## config.mk

```make
export PLATFORM = sky130hd
export DESIGN_NAME = mul16_seq_ctrl
export DESIGN_NICKNAME = d
export VERILOG_FILES = /design/src/rtl/mul16_seq_pkg.sv /design/src/rtl/wallace_8bit.sv /design/src/rtl/mul16_seq_ctrl.sv
export SDC_FILE = /design/constraint.sdc
export NUM_CORES = 1
export LEC_CHECK = 0
export ABC_AREA = 1
export BUFFER_PORTS_ARGS = -buffer_cell sky130_fd_sc_hd__buf_2
export CORE_MARGIN = 3
export CORE_UTILIZATION = 67
export DETAILED_ROUTE_END_ITERATION = 7
export PLACE_DENSITY = 0.88
export SETUP_SLACK_MARGIN = 0.05
export SLEW_MARGIN = 20
export SYNTH_ARGS = -nofsm -noshare
export SYNTH_HDL_FRONTEND = slang
export SYNTH_SLANG_ARGS = --single-unit
export TNS_END_PERCENT = 100
```

## constraint.sdc

```tcl
create_clock -name clk -period 11.6 [get_ports clk]
set_input_delay 1.74 -clock clk [delete_from_list [all_inputs] [get_ports clk]]
set_output_delay 1.74 -clock clk [all_outputs]
set_load 0.01 [all_outputs]
```

## src/rtl/mul16_seq_pkg.sv

```systemverilog
// mul16_seq_pkg: shared types, sizes and helpers for the sequential 16x16 multiplier
package mul16_seq_pkg;
    localparam int OPW     = 16;
    localparam int RW      = 32;
    localparam int CHUNK   = 8;
    localparam int N_STEPS = 4;

    typedef enum logic [2:0] {IDLE, MUL0, MUL1, MUL2, MUL3, FIX, DONE} mul_state_e;

    // Magnitude of a possibly signed operand; the most negative value maps onto itself as unsigned
    function automatic logic [OPW-1:0] mag(input logic [OPW-1:0] x, input logic sgn);
        return (sgn && x[OPW-1]) ? ~x + 1'b1 : x;
    endfunction

    // Bitwise majority, the carry term of a 3:2 compressor row
    function automatic logic [2*CHUNK-1:0] maj3(input logic [2*CHUNK-1:0] x, y, z);
        return (x & y) | (x & z) | (y & z);
    endfunction
endpackage

```

## src/rtl/wallace_8bit.sv

```systemverilog
// wallace_8bit: combinational 8x8 unsigned multiplier built from a 3:2 carry-save tree
module wallace_8bit
    import mul16_seq_pkg::*;
(
    input  logic [CHUNK-1:0]   i_a,
    input  logic [CHUNK-1:0]   i_b,
    output logic [2*CHUNK-1:0] o_p
);
    logic [2*CHUNK-1:0] w_pp [CHUNK];
    logic [2*CHUNK-1:0] w_s0, w_c0, w_s1, w_c1, w_s2, w_c2, w_s3, w_c3, w_s4, w_c4, w_s5, w_c5;

    for (genvar g = 0; g < CHUNK; g++) begin : g_pp
        assign w_pp[g] = i_b[g] ? ((2*CHUNK)'(i_a) << g) : '0;
    end

    // Eight rows reduce 8 -> 6 -> 4 -> 3 -> 2; carries dropped off the top are beyond the 16-bit product
    assign w_s0 = w_pp[0] ^ w_pp[1] ^ w_pp[2];
    assign w_c0 = maj3(w_pp[0], w_pp[1], w_pp[2]) << 1;
    assign w_s1 = w_pp[3] ^ w_pp[4] ^ w_pp[5];
    assign w_c1 = maj3(w_pp[3], w_pp[4], w_pp[5]) << 1;
    assign w_s2 = w_s0 ^ w_c0 ^ w_s1;
    assign w_c2 = maj3(w_s0, w_c0, w_s1) << 1;
    assign w_s3 = w_c1 ^ w_pp[6] ^ w_pp[7];
    assign w_c3 = maj3(w_c1, w_pp[6], w_pp[7]) << 1;
    assign w_s4 = w_s2 ^ w_c2 ^ w_s3;
    assign w_c4 = maj3(w_s2, w_c2, w_s3) << 1;
    assign w_s5 = w_s4 ^ w_c4 ^ w_c3;
    assign w_c5 = maj3(w_s4, w_c4, w_c3) << 1;
    assign o_p  = w_s5 + w_c5;
endmodule

```

## src/rtl/mul16_seq_ctrl.sv

```systemverilog
// mul16_seq_ctrl: four-cycle 16x16 signed/unsigned multiplier sharing one 8x8 array
module mul16_seq_ctrl
    import mul16_seq_pkg::*;
(
    input  logic           clk,
    input  logic           rst_n,
    input  logic           in_valid,
    output logic           in_ready,
    input  logic [OPW-1:0] in_a,
    input  logic [OPW-1:0] in_b,
    input  logic           in_signed,
    output logic           out_valid,
    input  logic           out_ready,
    output logic [RW-1:0]  out_prod,
    output logic           busy
);
    mul_state_e       r_state;
    logic [OPW-1:0]   r_a_mag, r_b_mag;
    logic             r_neg;
    logic [RW-1:0]    r_acc;
    logic [1:0]       w_step, w_sh;
    logic [CHUNK-1:0] w_mul_a, w_mul_b;
    logic [OPW-1:0]   w_pp;
    logic [RW-1:0]    w_addend;

    // Byte-pair schedule is a function of the state alone: step s uses a byte s[0] and b byte s[1]
    always_comb begin
        w_step = r_state == MUL1 ? 2'd1 : r_state == MUL2 ? 2'd2 : r_state == MUL3 ? 2'd3 : 2'd0;
    end

    assign w_mul_a  = w_step[0] ? r_a_mag[OPW-1:CHUNK] : r_a_mag[CHUNK-1:0];
    assign w_mul_b  = w_step[1] ? r_b_mag[OPW-1:CHUNK] : r_b_mag[CHUNK-1:0];
    assign w_sh     = {1'b0, w_step[0]} + {1'b0, w_step[1]};
    assign w_addend = {{(RW-OPW){1'b0}}, w_pp} << {w_sh, 3'b000};

    wallace_8bit u_mul (
        .i_a(w_mul_a),
        .i_b(w_mul_b),
        .o_p(w_pp)
    );

    // Control FSM: accept, four accumulate steps, sign fix, then hold the result until taken
    always_ff @(posedge clk) begin
        if (!rst_n) begin
            r_state   <= IDLE;
            r_a_mag   <= '0;
            r_b_mag   <= '0;
            r_neg     <= 1'b0;
            r_acc     <= '0;
            out_prod  <= '0;
            out_valid <= 1'b0;
            busy      <= 1'b0;
            in_ready  <= 1'b1;
        end else begin
            case (r_state)
                IDLE: if (in_valid) begin
                    r_a_mag  <= mag(in_a, in_signed);
                    r_b_mag  <= mag(in_b, in_signed);
                    r_neg    <= in_signed & (in_a[OPW-1] ^ in_b[OPW-1]);
                    r_acc    <= '0;
                    r_state  <= MUL0;
                    in_ready <= 1'b0;
                    busy     <= 1'b1;
                end
                MUL0: begin
                    r_acc   <= r_acc + w_addend;
                    r_state <= MUL1;
                end
                MUL1: begin
                    r_acc   <= r_acc + w_addend;
                    r_state <= MUL2;
                end
                MUL2: begin
                    r_acc   <= r_acc + w_addend;
                    r_state <= MUL3;
                end
                MUL3: begin
                    r_acc   <= r_acc + w_addend;
                    r_state <= FIX;
                end
                FIX: begin
                    r_acc     <= r_neg ? ~r_acc + 1'b1 : r_acc;
                    out_prod  <= r_neg ? ~r_acc + 1'b1 : r_acc;
                    out_valid <= 1'b1;
                    r_state   <= DONE;
                end
                DONE: if (out_ready) begin
                    out_valid <= 1'b0;
                    busy      <= 1'b0;
                    in_ready  <= 1'b1;
                    r_state   <= IDLE;
                end
                default: r_state <= IDLE;
            endcase
        end
    end
endmodule

```

[After elaboration in Yosys (flattened, before gate mapping)]
Index checks and enable logic that the tools add are counted.
Storage, ports and cells
  flip-flop bits (word level): 103
  output and inout port bits: 35
  logic and storage cells: 111
Operators by class
  add/subtract/negate cells: 6
  equality and inequality tests: 8
  shift operators: 1
  multiplexer cells: 28
  bitwise operators: 47
  reductions and logical operators: 12
Operators by type and width (number)
  AND 15 bit: 18
  OR 15 bit: 12
  bitwise XOR 16 bit: 8
  one-hot mux 32 bit (3 select lines): 1
  2-to-1 mux 32 bit: 2
  adder 16 x 1 -> 16 bit, second input constant: 2
  adder 32 x 1 -> 32 bit, second input constant: 1
  adder 32 bit: 1
  2-to-1 mux 16 bit: 2
  NOT 16 bit: 2
  NOT 32 bit: 1
  << shifter 16 x 5 -> 32 bit: 1
  2-to-1 mux 8 bit: 3
  one-hot mux 3 bit (7 select lines): 1
  adder 16 bit: 1
  bitwise XOR 16 x 10 -> 16 bit: 1
  bitwise XOR 16 x 13 -> 16 bit: 1
  bitwise XOR 16 x 14 -> 16 bit: 1
  bitwise XOR 16 x 15 -> 16 bit: 1
  2-to-1 mux 15 bit: 1
  2-to-1 mux 14 bit: 1
  2-to-1 mux 13 bit: 1
  2-to-1 mux 12 bit: 1
  2-to-1 mux 11 bit: 1
  other kinds (20): 37

[Logic depth before layout (Yosys ltp)]
  depth in word-level cells: 22
  depth in mapped cells: 39
  mapped depth without buffers: 38

[Cells and area by module]
A second synthesis with hierarchy kept.
Unflattened totals
  cells, all modules: 1780
  area, all modules: 10329.9 sq um
Modules (own cells, without submodules)
  mul16_seq_ctrl: instances 1, cells each 1470, area each 8254.2 sq um, seq. area each 2062.0 sq um
  wallace_8bit: instances 1, cells each 310, area each 2075.7 sq um, seq. area each 0.0 sq um

[Worst setup path after synthesis]
OpenSTA, ideal clock, no wires.
  path kind: register -> register
  start point: register r_state[2]
  end point: register r_acc[21]
  data arrival time: 6.229 ns
  required time: 11.481 ns
  slack: 5.251 ns
  cell stages (with the launch flop): 36
  path buffers: 1
  path through: dfxtp_1 > inv_1 > nand3_1 > nand2_2 > buf_1 > nand2_1 > o21ai_0 > inv_1 > nor2_1 > fa_1 > inv_1 > fa_1 > fa_1 > fa_1 > inv_1 > ha_1 > nand2_1 > nand2_1 > nand3_1 > nand2_1 > a21oi_1 > nor2_1 > nor2_1 > xor2_1 > nand2_1 > o21ai_0 > nor2_1 > ha_1 > nand2_1 > nor2_1 > nand2_1 > o21ai_0 > a21oi_1 > or2_2 > nand3_1 > a21oi_1
On the way
  longest elaborated chain between the ends: 22
  elaborated cells between the ends (all ways): 70
RTL lines
  start, declared: RTL line mul16_seq_ctrl.sv:17  | mul_state_e r_state;
  start signal, assigned: RTL line mul16_seq_ctrl.sv:45  | r_state <= IDLE;
  start signal, assigned: RTL line mul16_seq_ctrl.sv:61  | r_state <= MUL0;
  start signal, assigned: RTL line mul16_seq_ctrl.sv:67  | r_state <= MUL1;
  equality test 3 bit: RTL line mul16_seq_ctrl.sv:28, mul16_seq_ctrl.sv:55
  2-to-1 mux 2 bit (3 in a row): RTL line mul16_seq_ctrl.sv:28  | w_step = r_state == MUL1 ? 2'd1 : r_state == MUL2 ? 2'd2 : r_state == MUL3 ? 2'd3 : 2'd0;
  2-to-1 mux 8 bit (on tied branches): RTL line mul16_seq_ctrl.sv:31, mul16_seq_ctrl.sv:32
  2-to-1 mux 8 bit, or another cell as far along: RTL line wallace_8bit.sv:13  | assign w_pp[g] = i_b[g] ? ((2*CHUNK)'(i_a) << g) : '0;
  AND 15 bit: RTL line mul16_seq_pkg.sv:17  | return (x & y) | (x & z) | (y & z);
  OR 15 bit (2 in a row): RTL line mul16_seq_pkg.sv:17
  AND 15 bit: RTL line mul16_seq_pkg.sv:17
  OR 15 bit (2 in a row): RTL line mul16_seq_pkg.sv:17
  AND 15 bit: RTL line mul16_seq_pkg.sv:17
  OR 15 bit (2 in a row): RTL line mul16_seq_pkg.sv:17
  AND 15 bit: RTL line mul16_seq_pkg.sv:17
  OR 15 bit (2 in a row): RTL line mul16_seq_pkg.sv:17
  adder 16 bit: RTL line wallace_8bit.sv:29  | assign o_p = w_s5 + w_c5;
  << shifter 16 x 5 -> 32 bit: RTL line mul16_seq_ctrl.sv:34  | assign w_addend = {{(RW-OPW){1'b0}}, w_pp} << {w_sh, 3'b000};
  adder 32 bit
  one-hot mux 32 bit (3 select lines): RTL line mul16_seq_ctrl.sv:55  | case (r_state)
  end signal, assigned: RTL line mul16_seq_ctrl.sv:66  | r_acc <= r_acc + w_addend;
  end signal, assigned: RTL line mul16_seq_ctrl.sv:70  | r_acc <= r_acc + w_addend;
  end signal, assigned: RTL line mul16_seq_ctrl.sv:74  | r_acc <= r_acc + w_addend;
  end, declared: RTL line mul16_seq_ctrl.sv:20  | logic [RW-1:0] r_acc;
Several ways; a longest one is shown, not always the timed one.
A chain may end at the register's enable or synchronous reset.

[Final worst setup path]
  start point: register r_state[1]
  end point: register r_acc[29]
The elaborated chain is that of the path after synthesis.

==> flow_summary.ini <==
[setup_path]
cp_slowest_cell = mux2i_1
path_class = reg2reg
path_buf_inv = 2
slowest_delay_ps = 660
start_kind = register
worst_ep_arrival_time_ps = 8180
cp-end-kind = register
required_ps = 11900
cp_top_family = adder cells
cp_max_fo = 15

[logic_synthesis]
synth_fp_nets = 1596
syn_area_um2 = 9310
yosysTopAreaCell = dfxtp_1
synthTopCellsByCount = 293 x nand2_1, 214 x nor2_1, 188 x inv_1
yosys-mux-area-fraction_pct = 0.430
synth_flop_cell = dfxtp_1
ys_warn_count = 0
ys_top_cells_by_area = dfxtp_1 22%, nand2_1 12%, nor2_1 8.6%, fa_1 8.6%, a21oi_1 8.1%
synth_compound_area_share_pct = 20.4
synth_top_family_by_area = simple AND/OR/NAND/NOR gates
ys_ff_latch = 103
synth_cell_types = 39
avgSynthCellArea_um2 = 6.38
async_reset_ff_share_pct = 0
synth_top_area_share_pct = 22.2
synth-edff-count = 0
netlist_instances = 1459
synth_xor_area_share_pct = 2.92
synthSimpleGateAreaFrac_pct = 28.0
yosysMostFrequentCell = nand2_1
seq_area_frac_synth_pct = 22.2
synthAdderAreaFrac_pct = 16.7

[floorplan]
row_count = 42
fp.dieH_um = 124
io_pins = 72
coreArea_um2 = 13400
die_area_um2 = 15300
start_util_pct = 69.5
die_w_um = 124

[place]
place_inst = 1669
gp_congestion = 1.03
placed_area_um2 = 9750
place_ws_ps = 3840
portBuffers = 71
dp_hpwl_um = 22500

[power_and_ir_drop]
p_seq_share_pct = 21.5
clockPowerShare_pct = 13.7
pwr-share-comb_pct = 64.8
internal_power_mw = 1.07
power.leakage_nw = 4.74
power.density_nw_per_um2 = 236
max-vdd-ir-drop_mv = 0.140
netSwitchingPower_mw = 1.31
power_mw = 2.37
sw_frac_of_total_pct = 55.0

[timing]
fmax_mhz = 127
rsz0062_at_grt = false
layout_setup_ws_ps = 3720
hold_viol = 0
layout_min_cycle_time_ps = 7880
tightest_slew_ps = 994
relSlewSlack_pct = 33.5
clock_skew_ps = 10.8
fin_tns_setup_ps = 0
drv_slew = 0
period_share_pct = 67.9
finalSetupViolCount = 0

[clock_network]
root_buffer = clkbuf_16
cts_buffers = 9
cts.sinks = 103
cts_setup_buffers = 0
clk_latency_ps = 360
cts.path.max_buffers = 2
cts_tree = done
cts_resized = 0
path_clk_slew_ps = 80
htree_levels = 3
cts_hold_buf = 0

[status]
run_status = finished clean

[cells_and_area]
fin_cells = 1685
diodes = 0
synthToLayoutAreaGrowth_pct = 8.19
design_area_um2 = 10100
drive_above_1_share_pct = 7.42
nets = 1641

[grt]
grt_pass1_wl_um = 46300
grt_pass1_vias = 9491
grt_antenna_before_repair = 0
grt_max_degree = 56
grt_util_all_layers_pct = 38.4
overflow = 0

[detailed_routing]
drtPass1Iterations = 6
ant_nets = 0
vias = 10209
wl_per_cell_um = 17.2
initialDrtViolationCount = 1008
drt-vias-per-instance = 6.06
drt-total-wl_um = 28900
drc_errors = 0

[hold_path]
hp-class = reg2reg

[flow_run]
max_cap_violations = 0
[tightest hold or removal path, stage by stage, from the launching register on]
cell and delay [ps]:
dfxtp_1 310, nand2_1 60, a21oi_1 50
[sequential cells by signal, indices dropped and copies added (netlist names)]
register	count
in_ready	1
r_a_mag	16
r_neg	1
r_state	3
out_valid	1
busy	1
r_acc	32
r_b_mag	16
out_prod	32
[power groups by stage]
stage	Clock (mW)	Sequential [mW]	Combinational (mW)
3_3_place_gp	0	0.510	1.45
4_1_cts	0.323	0.505	1.50
3_5_place_dp	0	0.512	1.48
2_1_floorplan	0	0.478	1.12
6_report	0.325	0.511	1.54
5_1_grt	0.339	0.517	1.71
[through the flow]
step                hold WS (ps)  utilization (%)
finish                       463             75.1
global route                 475             75.1
CTS                          461             75.1
detailed placement           449             72.8
global placement             438             72.8
floorplan                    425                -
[worst paths after layout]
| check | start | endpoint | slack (ps) | cells after the start |
|---|---|---|---|---|
| worst max-delay path | r_state[1]$_SDFFE_PN0P_ | r_acc[29]$_SDFFE_PN0P_ | 3720 | 34 |
| worst min-delay path | out_prod[4]$_SDFFE_PN0P_ | out_prod[4]$_SDFFE_PN0P_ | 460 | 2 |
| worst max register to register | r_state[1]$_SDFFE_PN0P_ | r_acc[29]$_SDFFE_PN0P_ | 3720 | 34 |
| worst min register to register | out_prod[4]$_SDFFE_PN0P_ | out_prod[4]$_SDFFE_PN0P_ | 460 | 2 |
[cell usage in the layout (no fill, tap or decap), drive strengths merged]
master / count
dfxtp: 103
nor2: 214
a21oi: 152
inv: 195
a211oi: 3
a31oi: 25
nand4: 17
o21a: 2
nor3: 18
o211ai: 7
fa: 40
clkinv: 2
nand2: 294
a41oi: 1
a21o: 7
o22ai: 4
o21ai: 141
nor4: 5
and2: 2
nand3b: 1
mux2i: 4
nor3b: 1
o21bai: 6
o31ai: 3
xor2: 23
buf: 75
bufinv: 1
nand3: 68
clkbuf: 9
xnor2: 8
clkinvlp: 2
or2: 13
ha: 60
o221ai: 3
[metal layers]
layer / GRT usage (%) / vias to the layer above / wire, um
li1: - / 4899 / -
met1: 46.1 / 4602 / 10900
met2: 64.1 / 577 / 13500
met3: 6.90 / 131 / 2480
met4: 23.3 / 0 / 2000
met5: 0 / - / 0
[final cells by class]
cell class	count	area, um2
fill	1118	3330
tap	176	220
inverter	193	724
multi-input combinational	1122	6360
sequential	103	2060
timing repair buffer	75	385
clock inverter	7	90.1
clock buffer	9	225
[kinds of logic after synthesis]
family	after synthesis
and+or+nand+nor	633
AOI/OAI and AO/OA	354
buffers and inverters	234
DFF	103
adders and majority gates	100
xor gates and xnor gates	31
muxes	4
Power figures use the tool's default switching activity.
